File: config.mk
export PLATFORM = sky130hd
export DESIGN_NAME = sdiv32
export DESIGN_NICKNAME = d
export VERILOG_FILES = /design/src/rtl/pm_pkg.sv /design/src/rtl/sdiv32_div_step.sv /design/src/rtl/sdiv32.sv
export SDC_FILE = /design/constraint.sdc
export NUM_CORES = 1
export LEC_CHECK = 0
export CAP_MARGIN = 20
export CELL_PAD_IN_SITES_DETAIL_PLACEMENT = 1
export CELL_PAD_IN_SITES_GLOBAL_PLACEMENT = 1
export CORE_MARGIN = 2
export CORE_UTILIZATION = 46
export DETAILED_ROUTE_END_ITERATION = 16
export PLACE_DENSITY_LB_ADDON = 0.1
export SLEW_MARGIN = 30
export SYNTH_ARGS = -nofsm -noshare
export SYNTH_HDL_FRONTEND = slang
export SYNTH_SLANG_ARGS = --single-unit
File: constraint.sdc
create_clock -name clk -period 17.6 [get_ports clk]
set_input_delay 3.52 -clock clk [delete_from_list [all_inputs] [get_ports clk]]
set_output_delay 3.52 -clock clk [all_outputs]
set_load 0.005 [all_outputs]
File: src/rtl/pm_pkg.sv
// Shared definitions for the sequential multiply/divide datapath blocks:
// state encoding, default operand width and a magnitude helper.
package pm_pkg;

  localparam int DEF_WIDTH = 32;

  // All four 2-bit codes are assigned, so there is no unreachable encoding.
  typedef enum logic [1:0] {
    IDLE = 2'd0,
    RUN  = 2'd1,
    FIX  = 2'd2,
    DONE = 2'd3
  } state_t;

  // Magnitude of a two's-complement value when sgn is set, raw value otherwise.
  // -2^(W-1) maps onto itself, which is exactly its unsigned magnitude.
  function automatic logic [DEF_WIDTH-1:0] abs_w(input logic [DEF_WIDTH-1:0] v,
                                                 input logic                 sgn);
    return (sgn && v[DEF_WIDTH-1]) ? (~v + 1'b1) : v;
  endfunction

endpackage

File: src/rtl/sdiv32_div_step.sv
// One restoring-division step: shift {rem,quo} left by one, try to subtract
// the divisor from the partial remainder and record the outcome as the new
// quotient bit.
module div_step
  import pm_pkg::*;
#(
  parameter int WIDTH = DEF_WIDTH
) (
  input  logic [WIDTH-1:0] rem,
  input  logic [WIDTH-1:0] quo,
  input  logic [WIDTH-1:0] div,
  output logic [WIDTH-1:0] rem_nxt,
  output logic [WIDTH-1:0] quo_nxt
);

  // The shifted remainder is < 2*div, so it needs one extra bit; the trial
  // carries one more bit again so its MSB is a clean borrow flag.
  logic [WIDTH:0]   sh;
  logic [WIDTH+1:0] trial;

  assign sh    = {rem, quo[WIDTH-1]};
  assign trial = {1'b0, sh} - {2'b00, div};

  // Keep the difference when it did not borrow, otherwise restore.
  always_comb begin
    // NOTE: every output gets a value on every path, so no latch is inferred.
    rem_nxt = sh[WIDTH-1:0];
    quo_nxt = {quo[WIDTH-2:0], 1'b0};
    if (!trial[WIDTH+1]) begin
      rem_nxt = trial[WIDTH-1:0];
      quo_nxt = {quo[WIDTH-2:0], 1'b1};
    end
  end

endmodule

File: src/rtl/sdiv32.sv
// Sequential 32/32 restoring divider, signed or unsigned, with start/done
// handshake. Quotient and remainder are registered and only change in FIX.
// Optional feature macro SDIV_DZ_FAST_EN: adds the dz port and lets a zero
// divisor skip the RUN phase.
module sdiv32
  import pm_pkg::*;
#(
  parameter int WIDTH = DEF_WIDTH
) (
  input  logic             clk,
  input  logic             rst,
  input  logic             start,
  input  logic             sgn,
  input  logic [WIDTH-1:0] dvd,
  input  logic [WIDTH-1:0] dvs,
  output logic [WIDTH-1:0] q,
  output logic [WIDTH-1:0] r,
  output logic             busy,
  output logic             done
`ifdef SDIV_DZ_FAST_EN
  ,
  output logic             dz
`endif
);

  localparam int CNT_W = $clog2(WIDTH) + 1;

  state_t           state;
  logic [CNT_W-1:0] cnt;
  logic [WIDTH-1:0] rem;
  logic [WIDTH-1:0] quo;
  logic [WIDTH-1:0] div;
  logic [WIDTH-1:0] dvd_raw;
  logic             neg_q;
  logic             neg_r;
  logic             dvs_zero;
  logic [WIDTH-1:0] rem_nxt;
  logic [WIDTH-1:0] quo_nxt;

  div_step #(.WIDTH(WIDTH)) u_step (
    .rem     (rem),
    .quo     (quo),
    .div     (div),
    .rem_nxt (rem_nxt),
    .quo_nxt (quo_nxt)
  );

  // Control FSM, iteration counter, operand capture and result registers.
  always_ff @(posedge clk or posedge rst) begin
    if (rst) begin
      // NOTE: every register here is small control/datapath state, so all of
      // it is reset; an abort mid-operation leaves no stale result behind.
      state    <= IDLE;
      cnt      <= '0;
      rem      <= '0;
      quo      <= '0;
      div      <= '0;
      dvd_raw  <= '0;
      neg_q    <= 1'b0;
      neg_r    <= 1'b0;
      dvs_zero <= 1'b0;
      q        <= '0;
      r        <= '0;
      busy     <= 1'b0;
      done     <= 1'b0;
`ifdef SDIV_DZ_FAST_EN
      dz       <= 1'b0;
`endif
    end else begin
      // NOTE: non-blocking assignments so every register samples the values
      // from before this edge, independent of statement order.
      case (state)
        IDLE, DONE: begin
          if (start) begin
            quo      <= abs_w(dvd, sgn);
            div      <= abs_w(dvs, sgn);
            dvd_raw  <= dvd;
            rem      <= '0;
            cnt      <= '0;
            neg_q    <= sgn & (dvd[WIDTH-1] ^ dvs[WIDTH-1]);
            neg_r    <= sgn & dvd[WIDTH-1];
            dvs_zero <= (dvs == '0);
            busy     <= 1'b1;
            done     <= 1'b0;
`ifdef SDIV_DZ_FAST_EN
            dz       <= 1'b0;
            state    <= (dvs == '0) ? FIX : RUN;
`else
            state    <= RUN;
`endif
          end
        end
        RUN: begin
          rem <= rem_nxt;
          quo <= quo_nxt;
          if (cnt == CNT_W'(WIDTH - 1)) begin
            cnt   <= '0;
            state <= FIX;
          end else begin
            cnt <= cnt + 1'b1;
          end
        end
        FIX: begin
          if (dvs_zero) begin
            q <= '1;
            r <= dvd_raw;
          end else begin
            q <= neg_q ? (~quo + 1'b1) : quo;
            r <= neg_r ? (~rem + 1'b1) : rem;
          end
`ifdef SDIV_DZ_FAST_EN
          dz    <= dvs_zero;
`endif
          busy  <= 1'b0;
          done  <= 1'b1;
          state <= DONE;
        end
        default: begin
          busy  <= 1'b0;
          done  <= 1'b0;
          state <= IDLE;
        end
      endcase
    end
  end

endmodule

Word-level counts from Yosys, hierarchy flattened
Index checks and enable logic that the tools add are counted.
{"block": "word_totals", "reg_bits": 205, "input_bits": 68, "out_inout_bits": 66, "elab_cells": 65}
{"block": "op_classes", "n_addsub": 6, "eq_ne": 6, "mux": 22, "n_bitwise": 7, "reduce_logical": 11}
{"cell": "$mux 32", "count": 9}
{"cell": "$add 32x1->32 const B", "count": 4}
{"cell": "$not 32->32", "count": 4}
{"cell": "$pmux 32 s2", "count": 2}
{"cell": "$sub 33x32->34", "count": 1}
{"cell": "$logic_not 32->1", "count": 1}
{"cell": "$mux 6", "count": 2}
{"cell": "$pmux 6 s2", "count": 1}
{"cell": "$reduce_and 2->1", "count": 4}
{"cell": "$add 6x1->6 const B", "count": 1}
{"cell": "$eq 6x5->1 const B", "count": 1}
{"cell": "$pmux 2 s3", "count": 1}
{"cell": "$eq 2x2->1 const B", "count": 2}
{"cell": "$mux 2", "count": 2}
{"cell": "$ne 2x2->1 const B", "count": 2}
{"cell": "$pmux 1 s2", "count": 2}
{"cell": "$reduce_bool 2->1", "count": 2}
{"cell": "$mux 1", "count": 3}
{"cell": "$and 1x1->1", "count": 2}
{"cell": "$eq 2x1->1 const B", "count": 1}
{"cell": "$logic_and 1x1->1", "count": 2}
{"cell": "$logic_not 2->1", "count": 1}
{"cell": "$reduce_or 2->1", "count": 1}
{"cell": "$xor 1x1->1", "count": 1}

Depth between registers and ports, before layout
Gate-level depths: netlist (run 1).
{"block": "depth", "ltp_word": 5, "ltp_mapped": 13, "ltp_nobuf": 12}

Cells and area by module
A second synthesis (run 1) with hierarchy kept.
{"block": "unflattened", "hier_cells": 1648, "hier_area_um2": 13812.0}
{"mod": "sdiv32", "n_inst": 1, "cells_each": 1245, "area_per_inst_um2": 11205.7, "seq_area_each_um2": 5129.9}
{"mod": "div_step", "n_inst": 1, "cells_each": 403, "area_per_inst_um2": 2606.2, "seq_area_each_um2": 0.0}

Worst setup path before layout (run 1)
No wires, ideal clock.
{"block": "synth_timing", "path_kind": "input-to-reg", "start": "input dvd[0]", "end": "register quo[30]", "setup_time_ns": 0.083, "arrival_ns": 5.513, "required_ns": 17.517, "slack_ns": 12.005, "path_stages": 10, "n_path_buf": 0, "cell_sequence": "inv_1 ha_1 or4b_1 and4b_1 and3_1 nand2_1 o41ai_1 xnor2_1 mux2i_1 o21ai_0"}
{"block": "synth_between", "elab_chain_len": 5}
{"item": "start, declared", "line_no": "sdiv32.sv:14", "source": "input logic [WIDTH-1:0] dvd,"}
{"item": "$not 32->32", "line_no": "pm_pkg.sv:19", "source": "return (sgn && v[DEF_WIDTH-1]) ? (~v + 1'b1) : v;"}
{"item": "$add 32x1->32", "line_no": "pm_pkg.sv:19"}
{"item": "$mux 32", "line_no": "pm_pkg.sv:19"}
{"item": "$mux 32", "line_no": "sdiv32.sv:74", "source": "if (start) begin"}
{"item": "$pmux 32 s2", "line_no": "sdiv32.sv:72", "source": "case (state)"}
{"item": "end signal, assigned", "line_no": "sdiv32.sv:75", "source": "quo <= abs_w(dvd, sgn);"}
{"item": "end signal, assigned", "line_no": "sdiv32.sv:95", "source": "quo <= quo_nxt;"}
{"item": "end, declared", "line_no": "sdiv32.sv:31", "source": "logic [WIDTH-1:0] quo;"}
No other way between the ends. The select of a mux whose other input is x is not followed.
A chain may end at the register's enable or synchronous reset.

Worst setup path after layout (run 1)
{"block": "layout_timing", "start": "input dvd[0]", "end": "register quo[29]"}
The elaborated chain is that of the path after synthesis.

==> flow_summary.ini, run 1 <==
[grt]
grt_pass1_vias = 10850
grt_usage_pct = 23.84
gr-total-overflow = 0
grt_max_degree = 132
grt_pass1_wl_um = 56210
antenna_found_initial = 0

[floorplan]
initial_utilization_pct = 46.91
core_area_um2 = 27030
dieArea_um2 = 28900
die_h_um = 170.0
die_x_um = 170.0
top_level_ports = 134
num_rows = 60

[synthesis]
synthCells = 1410
async_flop_share_pct = 100.0
synth_warnings = 0
yosysSeqAreaShare_pct = 40.47
synth_flop_cell = dfrtp_1
synth.distinct_cells = 65
synth_enable_flop_cells = 0
synth-seq-cells = 205
synth_fp_nets = 1519
synth_area_um2 = 12680
synth.avg_cell_area_um2 = 8.991

[critical_path]
crit_slowest_cell = nor4_1
crit_type = input port to register
crit_buf_inv = 1
worstPathMaxFanout = 6
r2r_cells = 13
crit_path_max_incr_delay_ps = 620
start_kind = input port
cp_num_cells = 9
path_cells = clkdlybuf4s50_1, or4_1, nor4_1, and4_1, and3_1, a21oi_1, xor2_1, mux2i_1, o21ai_0
path_delay_family = simple AND/OR/NAND/NOR gates
required_ps = 17970
crit_arrival_ps = 6390
cp-end-kind = register

[power]
power_density_nw_per_um2 = 165.2
totalPowerFinal_mw = 2.502
power_leakage_nw = 6.399
swShare_pct = 39.14
combPwrFrac_pct = 45.2
power_frac_clock_pct = 21.2
pwr-share-seq_pct = 33.6
vdd_drop_max_mv = 0.1065
intPower_mw = 1.523
p_sw_uw = 979.4

[routing]
num_vias = 10620
avgViaCountPerCell = 5.695
drt.antenna.violating_nets = 0
wl_per_cell_um = 18.13
dr.pass1.iters = 5
drtIter0Drc = 500
wl_um = 33790
drc_errors = 0

[placement]
dp_cells = 1820
gp_congestion = 0.8534
dp_hpwl_um = 24790
portBuffers = 133

[cts]
cts_root_buf = clkbuf_16
htree_levels = 1
cts_resized = 0
cts.sinks = 205
clockBufferDepth = 3
postCtsHoldBufs = 0
clk_latency_ps = 520
cts_tree = done
clk_pin_slew_ps = 60
cts_made_buffers = 24
postCtsSetupRepairBufs = 0

[timing]
finalSetupViolations = 0
drv_slew = 0
min_period_ps = 6022
setup_tns_ps = 0
fmax_mhz = 166.1
period_share_pct = 34.22
hold_ws_ps = 477.8
hold_viol_final = 0
rsz0062_at_grt = no
maxSlewHeadroom_pct = 42.11
worstMarginPinSlew_ps = 868.4
skew_ps = 17.25

[status]
status = completed

[final_layout]
final_cells = 1864
layout-drive-gt1-share_pct = 8.081
syn_to_final_growth_pct = 19.51
area.sequential_um2 = 5134
fin_nets = 1614
nFillCells = 3131
multi_input_area_um2 = 7111

[worst_hold_path]
hold_depth = 2
holdCritPathClass = register to register

[flow_run]
maxCapViolCount = 0
==> per-stage QoR <==
stage                     instance area, um2  util, %  setup WS [ps]
final                                  15150    56.06          11580
after global routing                   15150    56.05          11360
after CTS                              15130    56.00          11610
after detailed placement               14290    52.88          11050
after global placement                 14250    52.73          11180
after floorplan                        12680        -           8484
==> cells by family (layout without fill, tap and decap cells) <==
kind of cell | after synthesis | after routing | synth area share [%]
AND/OR/NAND/NOR | 396 | 396 | 14.35
flip-flops | 205 | 205 | 40.47
adder cells (fa/ha/maj) | 41 | 41 | 4.106
buffers and inverters | 127 | 239 | 3.810
other | 0 | 1 | 0
AO/OA/AOI/OAI | 411 | 411 | 19.97
multiplexers | 90 | 90 | 7.629
XOR/XNOR | 140 | 140 | 9.672
==> cell usage after synthesis (all sizes together) (3+ instances only) <==
| master | count | area [um2] |
|---|---|---|
| a32oi | 4 | 35.03 |
| o21a | 6 | 45.04 |
| nand3 | 21 | 105.1 |
| o21bai | 6 | 45.04 |
| nor4 | 9 | 68.81 |
| xor2 | 72 | 630.6 |
| a31o | 3 | 26.28 |
| o31ai | 28 | 215.2 |
| a221o | 3 | 30.03 |
| xnor2 | 68 | 595.6 |
| ha | 40 | 500.5 |
| nor2b | 9 | 56.30 |
| buf | 9 | 40.04 |
| a31oi | 8 | 50.05 |
| and3 | 12 | 75.07 |
| or3 | 11 | 73.82 |
| dfrtp | 205 | 5130 |
| a22o | 4 | 35.03 |
| o221ai | 3 | 26.28 |
| a21o | 10 | 75.07 |
| mux2 | 53 | 596.8 |
| mux2i | 37 | 370.4 |
| a21oi | 89 | 445.4 |
| nand2 | 190 | 713.2 |
| nor3 | 16 | 80.08 |
| nor2 | 83 | 319.1 |
| o21ai | 178 | 890.8 |
| or4 | 13 | 105.1 |
| a211oi | 5 | 37.54 |
| o41ai | 20 | 190.2 |
| nand2b | 12 | 75.07 |
| clkbuf | 62 | 232.7 |
| o22a | 28 | 245.2 |
| nand4 | 5 | 31.28 |
| inv | 56 | 210.2 |
| and2 | 4 | 25.02 |
==> cell usage in the layout (no fill, tap or decap), types with 6 or more instances in the layout <==
cell,count
xnor2_1,68
xor2_1,72
clkbuf_8,6
nand3_1,21
o21a_1,6
mux2_2,53
a31oi_1,8
dfrtp_1,202
nor2b_1,9
a21o_1,10
o21ai_0,168
nand2_1,189
nor4_1,7
or3_1,10
o21ai_1,9
o22a_1,28
clkbuf_16,25
or4_1,11
o21bai_1,6
and3_1,12
o31ai_1,27
nand2b_1,11
mux2i_1,37
a21oi_1,88
nor2_1,82
o41ai_1,18
clkdlybuf4s50_1,133
inv_1,55
nor3_1,16
ha_1,38
==> power by group through the flow <==
stage               clock network (mW)  registers, mW  logic, mW
finish                           0.530          0.842       1.13
global route                     0.558          0.869       1.27
CTS                              0.540          0.842       1.15
detailed placement                   0          0.849       1.14
global placement                     0          0.837       1.10
floorplan                            0          0.790      0.786
==> cell type report <==
type	instances	share of cell area, %
sequential	205	33.88
tap	341	2.816
antenna	1	0.01652
multi-input combinational	1078	46.93
clock inverter	8	0.7928
inverter	56	1.470
clock buffer	35	4.773
timing repair buffer	140	9.315
==> layer usage <==
metal  global-route usage (%)  vias up  routed length [um]
met1                    30.88     5185               15450
met3                    2.721       40                 970
met2                    42.95      180               16820
met4                    5.091        0                 554
li1                         -     5210                   -
met5                        0        -                   0
==> flip-flops by register name, indices dropped and copies added, names as in the netlist <==
signal    cells
div          32
dvd_raw      32
q            32
quo          32
r            32
rem          32
cnt           6
state         2
busy          1
done          1
dvs_zero      1
neg_q         1
neg_r         1
==> worst min-delay path, stage by stage, from the launching register on <==
cell and delay (ps):
dfrtp_1 340, nand2_1 50, o21ai_0 60
==> path summary, 6_finish.rpt <==
kind,from,to,slack [ps]
setup / recovery,dvd[0],quo[29]$_DFFE_PP0P_,11580
hold / removal,div[4]$_DFFE_PP0P_,div[4]$_DFFE_PP0P_,480
setup reg to reg,quo[31]$_DFFE_PP0P_,rem[22]$_DFFE_PP0P_,13990
hold reg to reg,div[4]$_DFFE_PP0P_,div[4]$_DFFE_PP0P_,480
max in group asynchronous,rst,neg_r$_DFFE_PP0P_,12900
min in group asynchronous,rst,dvd_raw[3]$_DFFE_PP0P_,3530
No activity file was read; power rests on OpenSTA's default activity.
==> run 2: changes to the inputs <==
--- a/config.mk
+++ b/config.mk
@@ -9,7 +9,7 @@
 export CELL_PAD_IN_SITES_DETAIL_PLACEMENT = 1
 export CELL_PAD_IN_SITES_GLOBAL_PLACEMENT = 1
 export CORE_MARGIN = 2
-export CORE_UTILIZATION = 46
+export CORE_UTILIZATION = 44
 export DETAILED_ROUTE_END_ITERATION = 16
 export PLACE_DENSITY_LB_ADDON = 0.1
 export SLEW_MARGIN = 30
==> constraint.sdc (replaced) <==
create_clock -name clk -period 6.18 [get_ports clk]
set_input_delay 1.236 -clock clk [delete_from_list [all_inputs] [get_ports clk]]
set_output_delay 1.236 -clock clk [all_outputs]
set_load 0.005 [all_outputs]
==> flow_summary.ini, run 2 (synthesis results as in run 1) <==
[grt]
grt_usage_pct = 22.24
antenna_found_initial = 0
gr-total-overflow = 0
grt_pass1_wl_um = 55440
grt_max_degree = 108
grt_pass1_vias = 10760

[floorplan]
initial_utilization_pct = 44.41
die_x_um = 173.7
top_level_ports = 134
core_area_um2 = 28550
dieArea_um2 = 30190
die_h_um = 173.7
num_rows = 62

[critical_path]
r2r_cells = 13
cp-startpoint = dvd[0]
start_kind = input port
worstPathMaxFanout = 5
crit_type = input port to register
crit_arrival_ps = 4130
r2r-end = rem[22]$_DFFE_PP0P_
critical_path.endpoint = quo[30]$_DFFE_PP0P_
path_cells = clkdlybuf4s50_1, inv_1, ha_1, or4b_1, and4b_1, and3_1, nand2_1, o41ai_1, xnor2_1, mux2i_1, o21ai_0
crit_path_max_incr_delay_ps = 540
reg2reg_slack_ps = 2640
crit_slowest_cell = or4b_1
required_ps = 6600
timing.rr.start = quo[31]$_DFFE_PP0P_
cp-end-kind = register

[cts]
postCtsHoldBufs = 0
cts.sinks = 205
cts_made_buffers = 25
clockBufferDepth = 3
clk_pin_slew_ps = 50
cts_resized = 0
postCtsSetupRepairBufs = 0
clk_latency_ps = 520
cts_tree = done
htree_levels = 1
cts_root_buf = clkbuf_16

[final_layout]
final_cells = 1910
syn_to_final_growth_pct = 19.92
layout_common_cells = 202 x dfrtp_1, 189 x nand2_1, 168 x o21ai_0
layout-drive-gt1-share_pct = 8.071
fin_nets = 1620
nFillCells = 3306
final_core_utilization_pct = 53.25
postLayoutCellArea_um2 = 15200
final_common_cell = dfrtp_1

[timing]
setup_tns_ps = 0
skew_ps = 17.84
rsz0062_at_grt = no
worst_slack_ps = 2466
worstMarginPinSlew_ps = 915.1
min_period_ps = 3714
drv_slew = 0
finalSetupViolations = 0
maxSlewHeadroom_pct = 38.99
fmax_mhz = 269.2
period_share_pct = 60.10
hold_ws_ps = 476.8
hold_viol_final = 0

[routing]
drt.antenna.violating_nets = 0
drtIter0Drc = 453
num_vias = 10530
dr.pass1.iters = 4
wl_per_cell_um = 17.69
avgViaCountPerCell = 5.513
wl_um = 33790
drc_errors = 0

[worst_hold_path]
holdCritPathClass = register to register

[flow_run]
maxCapViolCount = 0

[placement]
placed_area_um2 = 14360
dp_hpwl_um = 24980
portBuffers = 133
pre_cts_slack_ps = 1965
gp_congestion = 0.8534
dp_cells = 1867

[status]
status = completed

[power]
vdd_drop_max_mv = 0.2806
power_leakage_nw = 6.406
power_density_nw_per_um2 = 466.1
totalPowerFinal_mw = 7.086
==> run 2: layout make-up <==
cell class / count / area (um2) / share of cell area (%)
Antenna cell: 2 / 5.005 / 0.03292
Clock buffer: 34 / 699.4 / 4.601
Clock inverter: 6 / 108.9 / 0.7160
Inverter: 56 / 214.0 / 1.407
Multi-Input combinational cell: 1078 / 7108 / 46.76
Sequential cell: 205 / 5134 / 33.77
Tap cell: 384 / 480.5 / 3.160
Timing Repair Buffer: 145 / 1453 / 9.556
==> run 2: power breakdown <==
group / switching (mW) / internal, mW / total, mW
sequential: 0.486 / 1.90 / 2.39
combinational: 1.73 / 1.50 / 3.23
clock: 0.558 / 0.906 / 1.46
total: 2.77 / 4.31 / 7.09
==> run 2: routing by layer <==
| metal | track usage, % | vias up | routed length [um] |
|---|---|---|---|
| met1 | 28.68 | 5132 | 15500 |
| met4 | 5.287 | 0 | 611 |
| met2 | 40.07 | 154 | 16680 |
| met5 | 0 | - | 0 |
| met3 | 2.281 | 38 | 990 |
| li1 | - | 5205 | - |
==> run 2: worst max-delay path, delay by kind of cell <==
kind	cells	cell delay [ps]
and+or+nand+nor	4	1280
AOI/OAI and AO/OA	2	560
buffers and inverters	2	600
adders and majority gates	1	210
xor gates and xnor gates	1	170
muxes	1	90
==> run 2: worst min path at each step <==
stage / from / endpoint / slack (ps) / cells past startpoint
2_1_floorplan: cnt[5]$_DFFE_PP0P_ / cnt[5]$_DFFE_PP0P_ / 440 / 1
3_3_place_gp: div[9]$_DFFE_PP0P_ / div[9]$_DFFE_PP0P_ / 460 / 2
3_5_place_dp: div[2]$_DFFE_PP0P_ / div[2]$_DFFE_PP0P_ / 470 / 2
4_1_cts: div[21]$_DFFE_PP0P_ / div[21]$_DFFE_PP0P_ / 480 / 2
5_1_grt: div[6]$_DFFE_PP0P_ / div[6]$_DFFE_PP0P_ / 510 / 2
6_report: div[31]$_DFFE_PP0P_ / div[31]$_DFFE_PP0P_ / 480 / 2
==> run 3: changes to the inputs <==
==> constraint.sdc (replaced) <==
create_clock -name clk -period 3.8 [get_ports clk]
set_input_delay 0.76 -clock clk [delete_from_list [all_inputs] [get_ports clk]]
set_output_delay 0.76 -clock clk [all_outputs]
set_load 0.005 [all_outputs]
==> flow_summary.ini, run 3 (synthesis results as in run 1) <==
[status]
status = completed

[final_layout]
syn_to_final_growth_pct = 20.30
nFillCells = 3304
fin_nets = 1629
insertedDiodeCount = 0
layout-drive-gt1-share_pct = 8.534
final_common_cell = dfrtp_1
layout_common_cells = 203 x dfrtp_1, 189 x nand2_1, 168 x o21ai_0
final_cells = 1919

[grt]
grt_usage_pct = 22.33
grt_pass1_wl_um = 55860
gr-total-overflow = 0
grt_pass1_vias = 10850
antenna_found_initial = 0
grt_max_degree = 136

[power]
combPwrFrac_pct = 46.8
intPower_mw = 6.983
power_leakage_nw = 6.450
pwr-share-seq_pct = 33.7
power_density_nw_per_um2 = 753.2
p_sw_mw = 4.504
swShare_pct = 39.21
power_frac_clock_pct = 19.5
vdd_drop_max_mv = 0.4014

[cts]
cts_resized = 0
htree_levels = 1
postCtsSetupRepairBufs = 0
cts_root_buf = clkbuf_16
cts_tree = done
clockBufferDepth = 3
clk_pin_slew_ps = 60
cts.sinks = 205
postCtsHoldBufs = 0
clk_latency_ps = 520
cts_made_buffers = 24

[placement]
gp_congestion = 0.8605
dp_cells = 1878
portBuffers = 133
dp_hpwl_um = 25270

[timing]
hold_viol_final = 0
fmax_mhz = 292.1
rsz0062_at_grt = no
setup_tns_ps = 0
worstMarginPinSlew_ps = 813.0
finalSetupViolations = 0
period_share_pct = 90.08
skew_ps = 9.291
drv_slew = 0
min_period_ps = 3423
maxSlewHeadroom_pct = 45.80

[critical_path]
start_kind = register
cp-end-kind = register
worstPathMaxFanout = 6
required_ps = 4210
path_cells = inv_1, ha_1, inv_1, fa_1, a211oi_1, o21ai_1, a31oi_1, o41ai_1, buf_4, a221oi_1, o21ai_1, xor2_1, a221o_1
r2r_cells = 13
crit_type = register to register
crit_path_max_incr_delay_ps = 450
crit_arrival_ps = 3830
path_delay_family = compound AO/OA/AOI/OAI gates
cp_num_cells = 13
crit_buf_inv = 3
crit_slowest_cell = dfrtp_1

[flow_run]
maxCapViolCount = 0

[routing]
drc_errors = 0
drtIter0Drc = 471
drt.antenna.violating_nets = 0
wl_per_cell_um = 17.46
num_vias = 10450
wl_um = 33500
avgViaCountPerCell = 5.443
dr.pass1.iters = 4

[floorplan]
core_area_um2 = 28550
num_rows = 62
die_x_um = 173.7
top_level_ports = 134
die_h_um = 173.7
dieArea_um2 = 30190
initial_utilization_pct = 44.41

[worst_hold_path]
holdCritPathClass = register to register
hold_depth = 2
## run 3: power by group through the flow
stage	clock network [mW]	registers [mW]	logic [mW]
after global routing	2.39	4.00	6.04
final	2.24	3.87	5.38
after floorplan	0	3.66	3.64
after global placement	0	3.85	5.21
after detailed placement	0	3.90	5.42
after CTS	2.30	3.87	5.46
## run 3: metrics by stage
step / total power, mW / cell area, um2 / utilization [%] / hold slack [ps] / setup WS [ps]
floorplan: 7.304 / 12680 / - / 443.2 / 381.7
global placement: 9.062 / 14460 / 50.67 / 462.9 / 191.1
detailed placement: 9.321 / 14490 / 50.76 / 471.0 / 152.5
CTS: 11.63 / 15250 / 53.42 / 482.9 / 298.3
global route: 12.43 / 15250 / 53.42 / 504.5 / 105.6
finish: 11.49 / 15250 / 53.42 / 477.6 / 376.8
## run 3: layout make-up
class                      count  area, um2  share of cell area, %
clock buffer                  39      748.2                  4.906
clock inverter                 2      10.01                0.06563
inverter                      56      214.0                  1.403
multi-input combinational   1078       7099                  46.55
sequential                   205       5132                  33.65
tap                          384      480.5                  3.150
timing repair buffer         155       1567                  10.27
## run 3: worst min-delay path: stages (launching register included)
cell     delay [ps]
dfrtp_1         340
nand2_1          50
o21ai_0          60
## run 3: metal layers
metal  share of wire (%)  wire length, um  GRT usage, %
met4                 2.3              782         6.057
met2                  49            16400         39.79
met5                   0                0             0
met1                  45            15160         28.79
met3                 3.4             1149         2.456
## run 3: final timing paths
kind                                startpoint                    to  slack, ps
max                        quo[31]$_DFFE_PP0P_   rem[22]$_DFFE_PP0P_        380
min                        div[15]$_DFFE_PP0P_   div[15]$_DFFE_PP0P_        480
max reg2reg                quo[31]$_DFFE_PP0P_   rem[22]$_DFFE_PP0P_        380
min reg2reg                div[15]$_DFFE_PP0P_   div[15]$_DFFE_PP0P_        480
max in group asynchronous                  rst  dvs_zero$_DFFE_PP0P_       2380
min in group asynchronous                  rst     q[12]$_DFFE_PP0P_        730
